==> src/rtl/ps2_host_tx_if.sv <==
// Command-byte handshake between a requester and the PS/2 host transmitter.
//   tx_valid / tx_data : command byte offered by the requester
//   tx_ready           : transmitter idle and able to accept a byte
//   tx_done / tx_error : one-cycle completion / failure pulses
//   tx_busy            : inverse of tx_ready, lets the receive path ignore its own traffic
interface ps2_host_tx_if;
  logic       tx_valid;
  logic [7:0] tx_data;
  logic       tx_ready;
  logic       tx_done;
  logic       tx_error;
  logic       tx_busy;

  modport master (
    output tx_valid, tx_data,
    input  tx_ready, tx_done, tx_error, tx_busy
  );

  modport slave (
    input  tx_valid, tx_data,
    output tx_ready, tx_done, tx_error, tx_busy
  );
endinterface

==> src/rtl/ps2_host_tx.sv <==
// PS/2 host-to-device transmitter: sends one command byte to a keyboard.
// The host inhibits the clock, asserts the start bit, then shifts data, odd
// parity and stop on device-generated falling clock edges and checks the ACK.
// Ports:
//   clock, reset              : system clock, synchronous active-high reset
//   tx (ps2_host_tx_if.slave) : command handshake, done/error pulses, busy
//   ps2_clk_in, ps2_data_in   : raw (asynchronous) PS/2 lines
//   ps2_clk_oe, ps2_data_oe   : open-collector pull-low enables for the lines
// Optional feature: define PS2_TX_TIMEOUT_EN to abort a transfer that has not
// reached WAIT_IDLE within TIMEOUT_CYCLES cycles of entering REQ.
module ps2_host_tx #(
  parameter int unsigned INHIBIT_CYCLES = 5000,
  parameter int unsigned TIMEOUT_CYCLES = 750000
) (
  input  logic                 clock,
  input  logic                 reset,
  ps2_host_tx_if.slave         tx,
  input  logic                 ps2_clk_in,
  input  logic                 ps2_data_in,
  output logic                 ps2_clk_oe,
  output logic                 ps2_data_oe
);

  localparam int unsigned InhW   = $clog2(INHIBIT_CYCLES + 1);
  localparam int unsigned EdgeW  = 4;
  localparam int unsigned FrameW = 10;
  localparam int unsigned LastEdgeIdx = FrameW - 1;

  typedef enum logic [2:0] {
    S_IDLE,
    S_INHIBIT,
    S_REQ,
    S_SEND,
    S_ACK,
    S_WAIT_IDLE
  } state_e;

  state_e              state_q,    state_d;
  logic                clk_meta_q, clk_meta_d;
  logic                clk_sync_q, clk_sync_d;
  logic                clk_prev_q, clk_prev_d;
  logic                dat_meta_q, dat_meta_d;
  logic                dat_sync_q, dat_sync_d;
  logic [FrameW-1:0]   frame_q,    frame_d;
  logic [EdgeW-1:0]    edge_cnt_q, edge_cnt_d;
  logic [InhW-1:0]     inh_cnt_q,  inh_cnt_d;
  logic                clk_oe_q,   clk_oe_d;
  logic                data_oe_q,  data_oe_d;
  logic                ready_q,    ready_d;
  logic                busy_q,     busy_d;
  logic                done_q,     done_d;
  logic                error_q,    error_d;
  logic                fall_c;

`ifdef PS2_TX_TIMEOUT_EN
  localparam int unsigned ToW = $clog2(TIMEOUT_CYCLES + 1);
  logic [ToW-1:0]      to_cnt_q,   to_cnt_d;
`else
  // The timeout limit has no effect when the watchdog is not built.
  logic unused_timeout_cfg;
  assign unused_timeout_cfg = ^32'(TIMEOUT_CYCLES);
`endif

  // Two-flop synchronizers plus one history flop for clock edge detection.
  assign clk_meta_d = ps2_clk_in;
  assign clk_sync_d = clk_meta_q;
  assign clk_prev_d = clk_sync_q;
  assign dat_meta_d = ps2_data_in;
  assign dat_sync_d = dat_meta_q;
  assign fall_c     = clk_prev_q & ~clk_sync_q;

  // Next-state, counters and registered-output values.
  always_comb begin
    state_d    = state_q;
    frame_d    = frame_q;
    edge_cnt_d = edge_cnt_q;
    inh_cnt_d  = inh_cnt_q;
    data_oe_d  = data_oe_q;
    done_d     = 1'b0;
    error_d    = 1'b0;
`ifdef PS2_TX_TIMEOUT_EN
    to_cnt_d   = '0;
`endif

    case (state_q)
      S_IDLE: begin
        edge_cnt_d = '0;
        inh_cnt_d  = '0;
        if (tx.tx_valid && ready_q) begin
          // Frame shifted LSB first: d0..d7, odd parity, stop.
          frame_d = {1'b1, ~^tx.tx_data, tx.tx_data};
          state_d = S_INHIBIT;
        end
      end

      S_INHIBIT: begin
        if (inh_cnt_q != InhW'(INHIBIT_CYCLES)) begin
          inh_cnt_d = inh_cnt_q + InhW'(1);
        end
        if (inh_cnt_q == InhW'(INHIBIT_CYCLES - 1)) begin
          state_d = S_REQ;
        end
      end

      S_REQ: begin
        state_d = S_SEND;
      end

      S_SEND: begin
        if (fall_c) begin
          // Pull the line low for a 0 bit; the stop bit releases it.
          data_oe_d = ~frame_q[edge_cnt_q];
          if (edge_cnt_q != EdgeW'(FrameW)) begin
            edge_cnt_d = edge_cnt_q + EdgeW'(1);
          end
          if (edge_cnt_q == EdgeW'(LastEdgeIdx)) begin
            state_d = S_ACK;
          end
        end
      end

      S_ACK: begin
        if (fall_c) begin
          if (!dat_sync_q) begin
            state_d = S_WAIT_IDLE;
          end else begin
            error_d = 1'b1;
            state_d = S_IDLE;
          end
        end
      end

      S_WAIT_IDLE: begin
        if (clk_sync_q && dat_sync_q) begin
          done_d  = 1'b1;
          state_d = S_IDLE;
        end
      end

      default: begin
        state_d = S_IDLE;
      end
    endcase

`ifdef PS2_TX_TIMEOUT_EN
    // Watchdog from REQ entry; an expiry overrides any ACK outcome this cycle.
    if (state_q inside {S_REQ, S_SEND, S_ACK}) begin
      if (to_cnt_q != ToW'(TIMEOUT_CYCLES)) begin
        to_cnt_d = to_cnt_q + ToW'(1);
      end
      if (to_cnt_q == ToW'(TIMEOUT_CYCLES - 1)) begin
        error_d = 1'b1;
        state_d = S_IDLE;
      end
    end
`endif

    // Line drive follows the state being entered so outputs stay registered.
    if (state_d == S_IDLE || state_d == S_INHIBIT) begin
      data_oe_d = 1'b0;
    end else if (state_d == S_REQ) begin
      data_oe_d = 1'b1;
    end
    clk_oe_d = (state_d == S_INHIBIT) || (state_d == S_REQ);
    ready_d  = (state_d == S_IDLE);
    busy_d   = ~ready_d;
  end

  // State and output registers.
  always_ff @(posedge clock) begin
    if (reset) begin
      state_q    <= S_IDLE;
      clk_meta_q <= 1'b1;
      clk_sync_q <= 1'b1;
      clk_prev_q <= 1'b1;
      dat_meta_q <= 1'b1;
      dat_sync_q <= 1'b1;
      frame_q    <= '0;
      edge_cnt_q <= '0;
      inh_cnt_q  <= '0;
      clk_oe_q   <= 1'b0;
      data_oe_q  <= 1'b0;
      ready_q    <= 1'b1;
      busy_q     <= 1'b0;
      done_q     <= 1'b0;
      error_q    <= 1'b0;
`ifdef PS2_TX_TIMEOUT_EN
      to_cnt_q   <= '0;
`endif
    end else begin
      state_q    <= state_d;
      clk_meta_q <= clk_meta_d;
      clk_sync_q <= clk_sync_d;
      clk_prev_q <= clk_prev_d;
      dat_meta_q <= dat_meta_d;
      dat_sync_q <= dat_sync_d;
      frame_q    <= frame_d;
      edge_cnt_q <= edge_cnt_d;
      inh_cnt_q  <= inh_cnt_d;
      clk_oe_q   <= clk_oe_d;
      data_oe_q  <= data_oe_d;
      ready_q    <= ready_d;
      busy_q     <= busy_d;
      done_q     <= done_d;
      error_q    <= error_d;
`ifdef PS2_TX_TIMEOUT_EN
      to_cnt_q   <= to_cnt_d;
`endif
    end
  end

  assign ps2_clk_oe  = clk_oe_q;
  assign ps2_data_oe = data_oe_q;
  assign tx.tx_ready = ready_q;
  assign tx.tx_busy  = busy_q;
  assign tx.tx_done  = done_q;
  assign tx.tx_error = error_q;

endmodule

==> src/flat_wrapper.sv <==
// flat-port wrapper written by rule: the top's interface ports become plain ports
module ps2_host_tx_flat 
#(
  parameter int unsigned INHIBIT_CYCLES = 5000,
  parameter int unsigned TIMEOUT_CYCLES = 750000
)
  (clock, reset, ps2_clk_in, ps2_data_in, ps2_clk_oe, ps2_data_oe, tx_tx_valid, tx_tx_data, tx_tx_ready, tx_tx_done, tx_tx_error, tx_tx_busy);
  ps2_host_tx_if tx_i ();
  input  logic clock;
  input  logic reset;
  input  logic ps2_clk_in;
  input  logic ps2_data_in;
  output logic ps2_clk_oe;
  output logic ps2_data_oe;
  input wire logic [$bits(tx_i.tx_valid)-1:0] tx_tx_valid;
  input wire logic [$bits(tx_i.tx_data)-1:0] tx_tx_data;
  output wire logic [$bits(tx_i.tx_ready)-1:0] tx_tx_ready;
  output wire logic [$bits(tx_i.tx_done)-1:0] tx_tx_done;
  output wire logic [$bits(tx_i.tx_error)-1:0] tx_tx_error;
  output wire logic [$bits(tx_i.tx_busy)-1:0] tx_tx_busy;
  assign tx_i.tx_valid = tx_tx_valid;
  assign tx_i.tx_data = tx_tx_data;
  assign tx_tx_ready = tx_i.tx_ready;
  assign tx_tx_done = tx_i.tx_done;
  assign tx_tx_error = tx_i.tx_error;
  assign tx_tx_busy = tx_i.tx_busy;
  ps2_host_tx #(.INHIBIT_CYCLES(INHIBIT_CYCLES), .TIMEOUT_CYCLES(TIMEOUT_CYCLES)) u_core (.clock(clock), .reset(reset), .tx(tx_i), .ps2_clk_in(ps2_clk_in), .ps2_data_in(ps2_data_in), .ps2_clk_oe(ps2_clk_oe), .ps2_data_oe(ps2_data_oe));
endmodule
==> config.mk <==
export PLATFORM = sky130hd
export DESIGN_NAME = ps2_host_tx_flat
export DESIGN_NICKNAME = d
export VERILOG_FILES = /design/src/rtl/ps2_host_tx_if.sv /design/src/rtl/ps2_host_tx.sv /design/src/flat_wrapper.sv
export SDC_FILE = /design/constraint.sdc
export NUM_CORES = 1
export LEC_CHECK = 0
export ABC_AREA = 1
export ABC_CLOCK_PERIOD_IN_PS = 3750
export BUFFER_PORTS_ARGS = -buffer_cell sky130_fd_sc_hd__buf_4
export CAP_MARGIN = 20
export CORE_UTILIZATION = 40
export DETAILED_ROUTE_END_ITERATION = 8
export GPL_TIMING_DRIVEN = 0
export SYNTH_ARGS = -nofsm -noshare
export SYNTH_HDL_FRONTEND = slang
export SYNTH_SLANG_ARGS = --single-unit
==> constraint.sdc <==
create_clock -name clock -period 3.75 [get_ports clock]
set_input_delay 0.375 -clock clock [delete_from_list [all_inputs] [get_ports clock]]
set_output_delay 0.375 -clock clock [all_outputs]
set_load 0.01 [all_outputs]
==> metrics.md, run 1 <==
| Metric | Value |
|---|---|
| Clock buffer depth | 2 |
| Synth Warn # | 0 |
| Post-Syn Instances | 316 |
| Post-synth EDFFs | 0 |
| Pwr per Cell Area | 340 nW/um^2 |
| Setup TNS | 0 ns |
| Yosys cell types | 25 |
| Hold_sp | ps2_clk_in |
| Nets | 359 |
| Critical Path End | u_core.ps2_data_oe |
| RSZ-0062 raised after global routing | no |
| Worst Setup SP | u_core.inh_cnt_q[0] |
| Synth Area in Compound Gates | 9.68% |
| Post-Layout Inst Area | 2450 um^2 |
| H-tree Lvls | 2 |
| Post_cts resized | 0 |
| F_max | 0.575 GHz |
| Starting Density | 42.0% |
| Setup slack, reg-to-reg | 2.01 ns |
| Placer Congestion | 0.887 |
| Headroom to the max-slew limit | 56.9% |
| Crit Reg-Reg Endpoint | u_core.ps2_data_oe |
| Register bit count reported by yosys | 41 |
| TritonRoute pass-1 iters | 4 |
| CTS Buf Count | 5 |
| CTS hold repair buffers | 0 |
| Clock Skew | 0.00670 ns |
| Root Buffer | clkbuf_8 |
| Main combinational cell family by area after synthesis | simple AND/OR/NAND/NOR gates |
| Worst Max-Slew Pin Slew | 0.647 ns |
| Status | finished, final reports clean |
| Via density | 4.81 |
| Core Area | 5140 um^2 |
| Crit path launch type | flop |
| Mux cell area share after synthesis | 0% |
| Die area | 5690 um^2 |
| Cell Rows | 26 |
| CTS Sinks | 41 |
| DRC viols | 0 |
| Remaining Overflow, GRT | 0 |
| Die X | 75.5 um |
| Setup violators final | 0 |
| Top FF cell, synth | dfxtp_1 |
| Vias in the first global route | 1718 |
| GRT Total Usage | 18.6% |
| Final hold viol count | 0 |
| Post-DRT Antenna Nets | 0 |
| CP Data Required Time | 3.99 ns |
| Critical Path AT | 1.98 ns |
| Layout cells sized above 1 | 16.2% |
| XOR/XNOR Fraction of Synth Area | 4.46% |
| WHS | 0.271 ns |
| Worst Path Class, Setup | flop to flop |
| Reg2reg start | u_core.inh_cnt_q[0] |
| Io pins | 19 |
| Slew Limit Fails | 0 |
| Hold WC Path Type | input pin to flop |
| Final Core Density | 47.8% |
| Clock latency on the worst-skew pair | 0.29 ns |
| Largest net degree at the start of global routing | 12 |
| Area grow syn2layout | 13.7% |
| R2R cell count | 9 |
| CP Max Fanout | 6 |
| Synth Area in Adders | 2.90% |
| Seq/Total Area, Yosys | 38.0% |
| DRT Wirelength | 4.71 mm |
| Dpl hpwl | 3.54 mm |
| Period utilisation layout | 46.4% |
| Mean Syn Cell Area | 6.83 um^2 |
| Area after DPL | 2380 um^2 |
| Worst VDD drop | 0.175 mV |
| Cell area after synthesis | 2160 um^2 |
| DRT iter0 DRCs | 106 |
| Crit end category | flop |
| First-pass GRT wire length | 7.89 mm |
| CTS tree | built |
| ANT cells | 0 |
| Post-route minimum period | 1.74 ns |
| Simple logic cell fraction of the synthesized area | 37.3% |
| Vias | 1972 |
| Chip height | 75.5 um |
| Avg WL per Cell | 11.5 um |
| Net Count, Synth | 334 |
| Max Cap Viol | 0 |
| # fillers | 584 |
| Initial antenna violation count | 0 |
| Post-CTS setup buffer count | 0 |
| CTS clock-pin slew for the worst setup and hold paths | 0.07 ns |
| LEAKAGE | 0.983 nW |
| Async SR Flop Fraction | 0% |
| Input/output buffers | 18 |
[how the worst min path moves through the flow]
stage / endpoint / slack, ns / depth (start not counted)
4_1_cts: u_core.clk_meta_q / 0.26 / 2
3_3_place_gp: u_core.clk_prev_d / 0.39 / 1
2_1_floorplan: u_core.clk_prev_d / 0.39 / 1
3_5_place_dp: u_core.dat_sync_q / 0.40 / 1
5_1_grt: u_core.clk_meta_q / 0.27 / 2
6_report: u_core.clk_meta_q / 0.27 / 2
[stage by stage]
step | setup slack, ns | total power, mW | cells
finish | 2.01 | 0.835 | 410
floorplan | 2.35 | 0.544 | 316
global route | 1.84 | 0.877 | 410
global placement | 2.06 | 0.581 | 404
CTS | 2.01 | 0.848 | 410
detailed placement | 2.05 | 0.582 | 404
[final cells by class]
| cell class | instances | area, um^2 | area share [%] |
|---|---|---|---|
| flip-flops and latches | 41 | 821 | 33.4 |
| inverters | 33 | 124 | 5.05 |
| clock buffers | 5 | 68.8 | 2.80 |
| clock inverters | 1 | 5.00 | 0.204 |
| multi-input cells | 235 | 1170 | 47.8 |
| well taps | 70 | 87.6 | 3.57 |
| repair buffers | 18 | 135 | 5.50 |
| plain buffers | 7 | 40.0 | 1.63 |
[layer usage]
layer	part of all wire [%]	global-route usage, %	vias to the layer above
met5	0	0	-
met4	1.3	6.58	0
met3	4.0	4.37	5
met2	45	29.0	27
met1	50	25.2	875
li1	-	-	1065
[placed cells by master, fill, tap and decap left out, drive strengths merged, types with 5 or more instances in the layout]
cell type / Yosys / routed
buf: 4 / 22
nor2: 37 / 37
nor3: 6 / 6
nand2: 91 / 91
clkbuf: 3 / 8
xor2: 6 / 6
o21ai: 8 / 8
nand4: 8 / 8
ha: 5 / 5
dfxtp: 41 / 41
inv: 33 / 33
or2: 5 / 5
nand3: 36 / 36
a21oi: 26 / 26
xnor2: 5 / 5
[report_power, final]
group / switching (mW) / internal (mW)
logic: 0.0658 / 0.0435
registers: 0.00930 / 0.452
clock network: 0.141 / 0.122
[kinds of logic after synthesis]
family                     after synthesis
AOI/OAI and AO/OA                       36
buffers and inverters                   40
and+or+nand+nor                        183
adders and majority gates                5
DFF                                     41
xor gates and xnor gates                11
[worst max-delay path, stage by stage (launching register included)]
cell and delay, ns:
dfxtp_1 0.44, ha_1 0.33, inv_2 0.08, nor3_1 0.21, nand4_1 0.24, nand2_1 0.13, nand2_1 0.08, nand2_1 0.08
nand2_1 0.05, inv_1 0.04
[synthesized netlist by cell type, types with 3 or more instances]
cell      instances  area [um^2]
or2_2             5         31.3
o21ai_0           5         25.0
ha_1              5         62.6
a21oi_2           6         52.6
nor2_2            5         31.3
xnor2_1           5         43.8
nand3_1          36          180
nor3_1            5         25.0
xor2_1            6         52.6
nor2_1           32          120
dfxtp_1          41          821
inv_1            27          101
o21ai_1           3         15.0
nand2_1          87          327
clkbuf_1          3         11.3
inv_2             6         22.5
nand2_2           4         25.0
nand4_1           8         50.1
a21oi_1          20          100
[state kept, by name, summed over array words and instances (netlist names), 3 cells and up]
| register | cells |
|---|---|
| u_core.edge_cnt_q | 4 |
| u_core.frame_q | 10 |
| u_core.state_q | 3 |
| u_core.inh_cnt_q | 13 |
No activity file was read; power rests on OpenSTA's default activity.
==> run 2, diff against run 1 <==
--- a/config.mk
+++ b/config.mk
@@ -6,7 +6,7 @@
 export NUM_CORES = 1
 export LEC_CHECK = 0
 export ABC_AREA = 1
-export ABC_CLOCK_PERIOD_IN_PS = 3750
+export ABC_CLOCK_PERIOD_IN_PS = 1500
 export BUFFER_PORTS_ARGS = -buffer_cell sky130_fd_sc_hd__buf_4
 export CAP_MARGIN = 20
 export CORE_UTILIZATION = 40
==> constraint.sdc (replaced) <==
create_clock -name clock -period 1.5 [get_ports clock]
set_input_delay 0.15 -clock clock [delete_from_list [all_inputs] [get_ports clock]]
set_output_delay 0.15 -clock clock [all_outputs]
set_load 0.01 [all_outputs]
==> run 2 against run 1 <==
Design area grew 8.4%. Hold slack lost 0.23 ns. Register-to-register slack lost 2.0 ns. Global-route usage grew 0.17 points. Setup slack lost 2.0 ns. First-iteration DRC count shrank 2.8%. Die area is the same. Sequential share of layout area shrank 1.9 points.
==> metrics.md, run 2 (synthesis gave the netlist of run 1 again) <==
| Metric | Value |
|---|---|
| CP Max Fanout | 5 (-1) |
| Period utilisation layout | 96.8% (+50 points) |
| Post-DRT Antenna Nets | 0 (unchanged) |
| Reg2reg start | u_core.inh_cnt_q[0] |
| Vias in the first global route | 1749 (+1.8%) |
| Area grow syn2layout | 23.2% |
| Pwr per Cell Area | 798 nW/um^2 (+130%) |
| Worst Setup SP | u_core.inh_cnt_q[0] |
| Critical Path AT | 1.62 ns (-0.36 ns) |
| Initial antenna violation count | 0 (unchanged) |
| Io pins | 19 (unchanged) |
| Most frequent cells in the layout | 83 x nand2_1, 33 x nand3_1, 32 x dfxtp_1 |
| RSZ-0062 raised after global routing | yes |
| Die area | 5690 um^2 (unchanged) |
| CTS hold repair buffers | 0 (unchanged) |
| GRT Total Usage | 18.8% (+0.17 points) |
| Sw Share | 26.5% (+0.56 points) |
| Placer Congestion | 0.887 (unchanged) |
| Core Area | 5140 um^2 (unchanged) |
| Status | finished, final reports clean |
| Global route hottest layer | met2 |
| Crit path launch type | flop |
| Crit path buf inv count | 2 (unchanged) |
| GR Util met3 | 4.37% (unchanged) |
| Slew Limit Fails | 0 (unchanged) |
| Worst Max-Slew Pin Slew | 0.629 ns (-0.0178 ns) |
| DRT Wirelength | 5.02 mm (+6.4%) |
| ANT cells | 0 (unchanged) |
| LEAKAGE | 1.04 nW (+6.2%) |
| Worst Path Class, Setup | flop to flop |
| Worst VDD drop | 0.454 mV (+160%) |
| Dpl hpwl | 3.54 mm (unchanged) |
| DRC viols | 0 (unchanged) |
| H-tree Lvls | 2 (unchanged) |
| Pre-CTS WS | -0.199 ns (-2.25 ns) |
| Setup violators final | 0 (unchanged) |
| Crit path max-delay family | simple AND/OR/NAND/NOR gates |
| Crit end category | flop |
| First-pass GRT wire length | 7.98 mm (+1.1%) |
| Clock Skew | 0.00756 ns (+0.000856 ns) |
| CP most frequent cell | nor2_1 |
| CTS tree | built |
| Max Cap Viol | 0 (unchanged) |
| Worst Slack Setup Final | 0.0485 ns (-1.96 ns) |
| Final Core Density | 51.8% (+4.0 points) |
| Layout cells sized above 1 | 25.4% (+9.2 points) |
| Starting Density | 42.0% (unchanged) |
| Vias | 2013 (+2.1%) |
| Internal power | 1.56 mW (+150%) |
| Most common cell after layout, fill and taps aside | nand2_1 |
| Die X | 75.5 um (unchanged) |
| Comb pwr share | 14.3% (+1.2 points) |
| Max FFs per register | 13 (unchanged) |
| CTS Buf Count | 5 (unchanged) |
| Nets | 366 (+1.9%) |
| Post-route minimum period | 1.45 ns (-0.288 ns) |
| CP Data Required Time | 1.67 ns (-2.32 ns) |
| Largest net degree at the start of global routing | 12 (unchanged) |
| Avg WL per Cell | 12.0 um (+4.6%) |
| Maximum single-stage delay on the critical path | 0.38 ns (-0.06 ns) |
| CP max stage cell | dfxtp_4 |
| TritonRoute pass-1 iters | 4 (unchanged) |
| DRT iter0 DRCs | 103 (-2.8%) |
| WHS | 0.0442 ns (-0.227 ns) |
| Clk pwr share | 31.3% (-0.3 points) |
| Root Buffer | clkbuf_8 |
| Remaining Overflow, GRT | 0 (unchanged) |
| Input/output buffers | 18 (unchanged) |
| Top flop regs | u_core.inh_cnt_q (13), u_core.frame_q (10), u_core.edge_cnt_q (4) |
| Hold WC Path Type | input pin to flop |
| CTS Sinks | 41 (unchanged) |
| Cell Rows | 26 (unchanged) |
| CTS clock-pin slew for the worst setup and hold paths | 0.08 ns (about the same) |
| Hold_sp | ps2_clk_in |
| Routing usage on met2 | 29.6% (+0.60 points) |
| Net switching power | 0.562 mW (+160%) |
| Final hold viol count | 0 (unchanged) |
| Top reg by flops | u_core.inh_cnt_q |
| Headroom to the max-slew limit | 58.0% (+1.2 points) |
| Chip height | 75.5 um (unchanged) |
| Clock latency on the worst-skew pair | 0.29 ns (about the same) |
| Clock buffer depth | 2 (unchanged) |
| Total Power | 2.12 mW (+150%) |
| Met1 usage | 25.2% (unchanged) |
| Crit-path cells | inv_4, ha_4, nand3_4, nor2_4, nand3_2, nand2_4, buf_12, nor2_1, nor2_1, nor2_1 |
| Via density | 4.83 (+0.37%) |
| F_max | 0.689 GHz (+20%) |
| Seq pwr share | 54.3% (-1.0 points) |
[run 2: cell count changes in the layout (fill, tap and decap cells not counted), moves of 3 or more]
cell     change
buf_4        +3
inv_1        -3
dfxtp_2      +6
nand2_1      -4
nor2_4       +4
nand3_1      -3
buf_6        +3
dfxtp_1      -9
dfxtp_4      +3
[run 2: cell type report]
class | count | area [um^2]
Buffer | 7 | 46.3
Clock buffer | 5 | 68.8
Clock inverter | 1 | 5.00
Fill cell | 547 | 2480
Inverter | 33 | 126
Multi-Input combinational cell | 235 | 1280
Sequential cell | 41 | 840
Tap cell | 70 | 87.6
Timing Repair Buffer | 25 | 208
[run 2: path summary, 6_finish.rpt]
check	endpoint	slack (ns)	depth (start not counted)
min	u_core.clk_meta_q	0.04	2
max reg2reg	u_core.inh_cnt_q[12]	0.05	10
max	u_core.inh_cnt_q[12]	0.05	10
min reg2reg	u_core.dat_sync_q	0.41	1
[run 2: power by group through the flow]
stage	Sequential [mW]	Clock, mW	Combinational (mW)
global placement	1.18	0	0.272
floorplan	1.18	0	0.181
CTS	1.16	0.689	0.278
finish	1.15	0.665	0.305
global route	1.16	0.727	0.341
detailed placement	1.18	0	0.275
[run 2: what timing repair did]
action                                  CTS  global route
gates resized for setup                   9            36
pin swaps                                 3            10
endpoints found under the setup margin   23            24
buffers inserted                          3             3
cloned                                    0             1
[run 2: routing by layer]
metal	share of wire, %	up-vias
li1	-	1075
met1	49	893
met2	45	37
met3	4.3	8
met4	1.5	0
met5	0	-
[run 2: stage by stage]
stage	setup TNS, ns	cell area, um^2	instances
6_report	0	2660	417
5_1_grt	-0.404	2660	417
4_1_cts	0	2510	413
3_5_place_dp	-1.81	2380	404
3_3_place_gp	-1.56	2380	404
2_1_floorplan	0	2160	316
[run 2: worst register-to-register path, cell delays in order, from the launching register on]
cell and delay [ns]:
dfxtp_4 0.38, inv_4 0.08, ha_4 0.14, nand3_4 0.08
nor2_4 0.13, nand3_2 0.11, nand2_4 0.13, buf_12 0.11
nor2_1 0.04, nor2_1 0.09, nor2_1 0.04
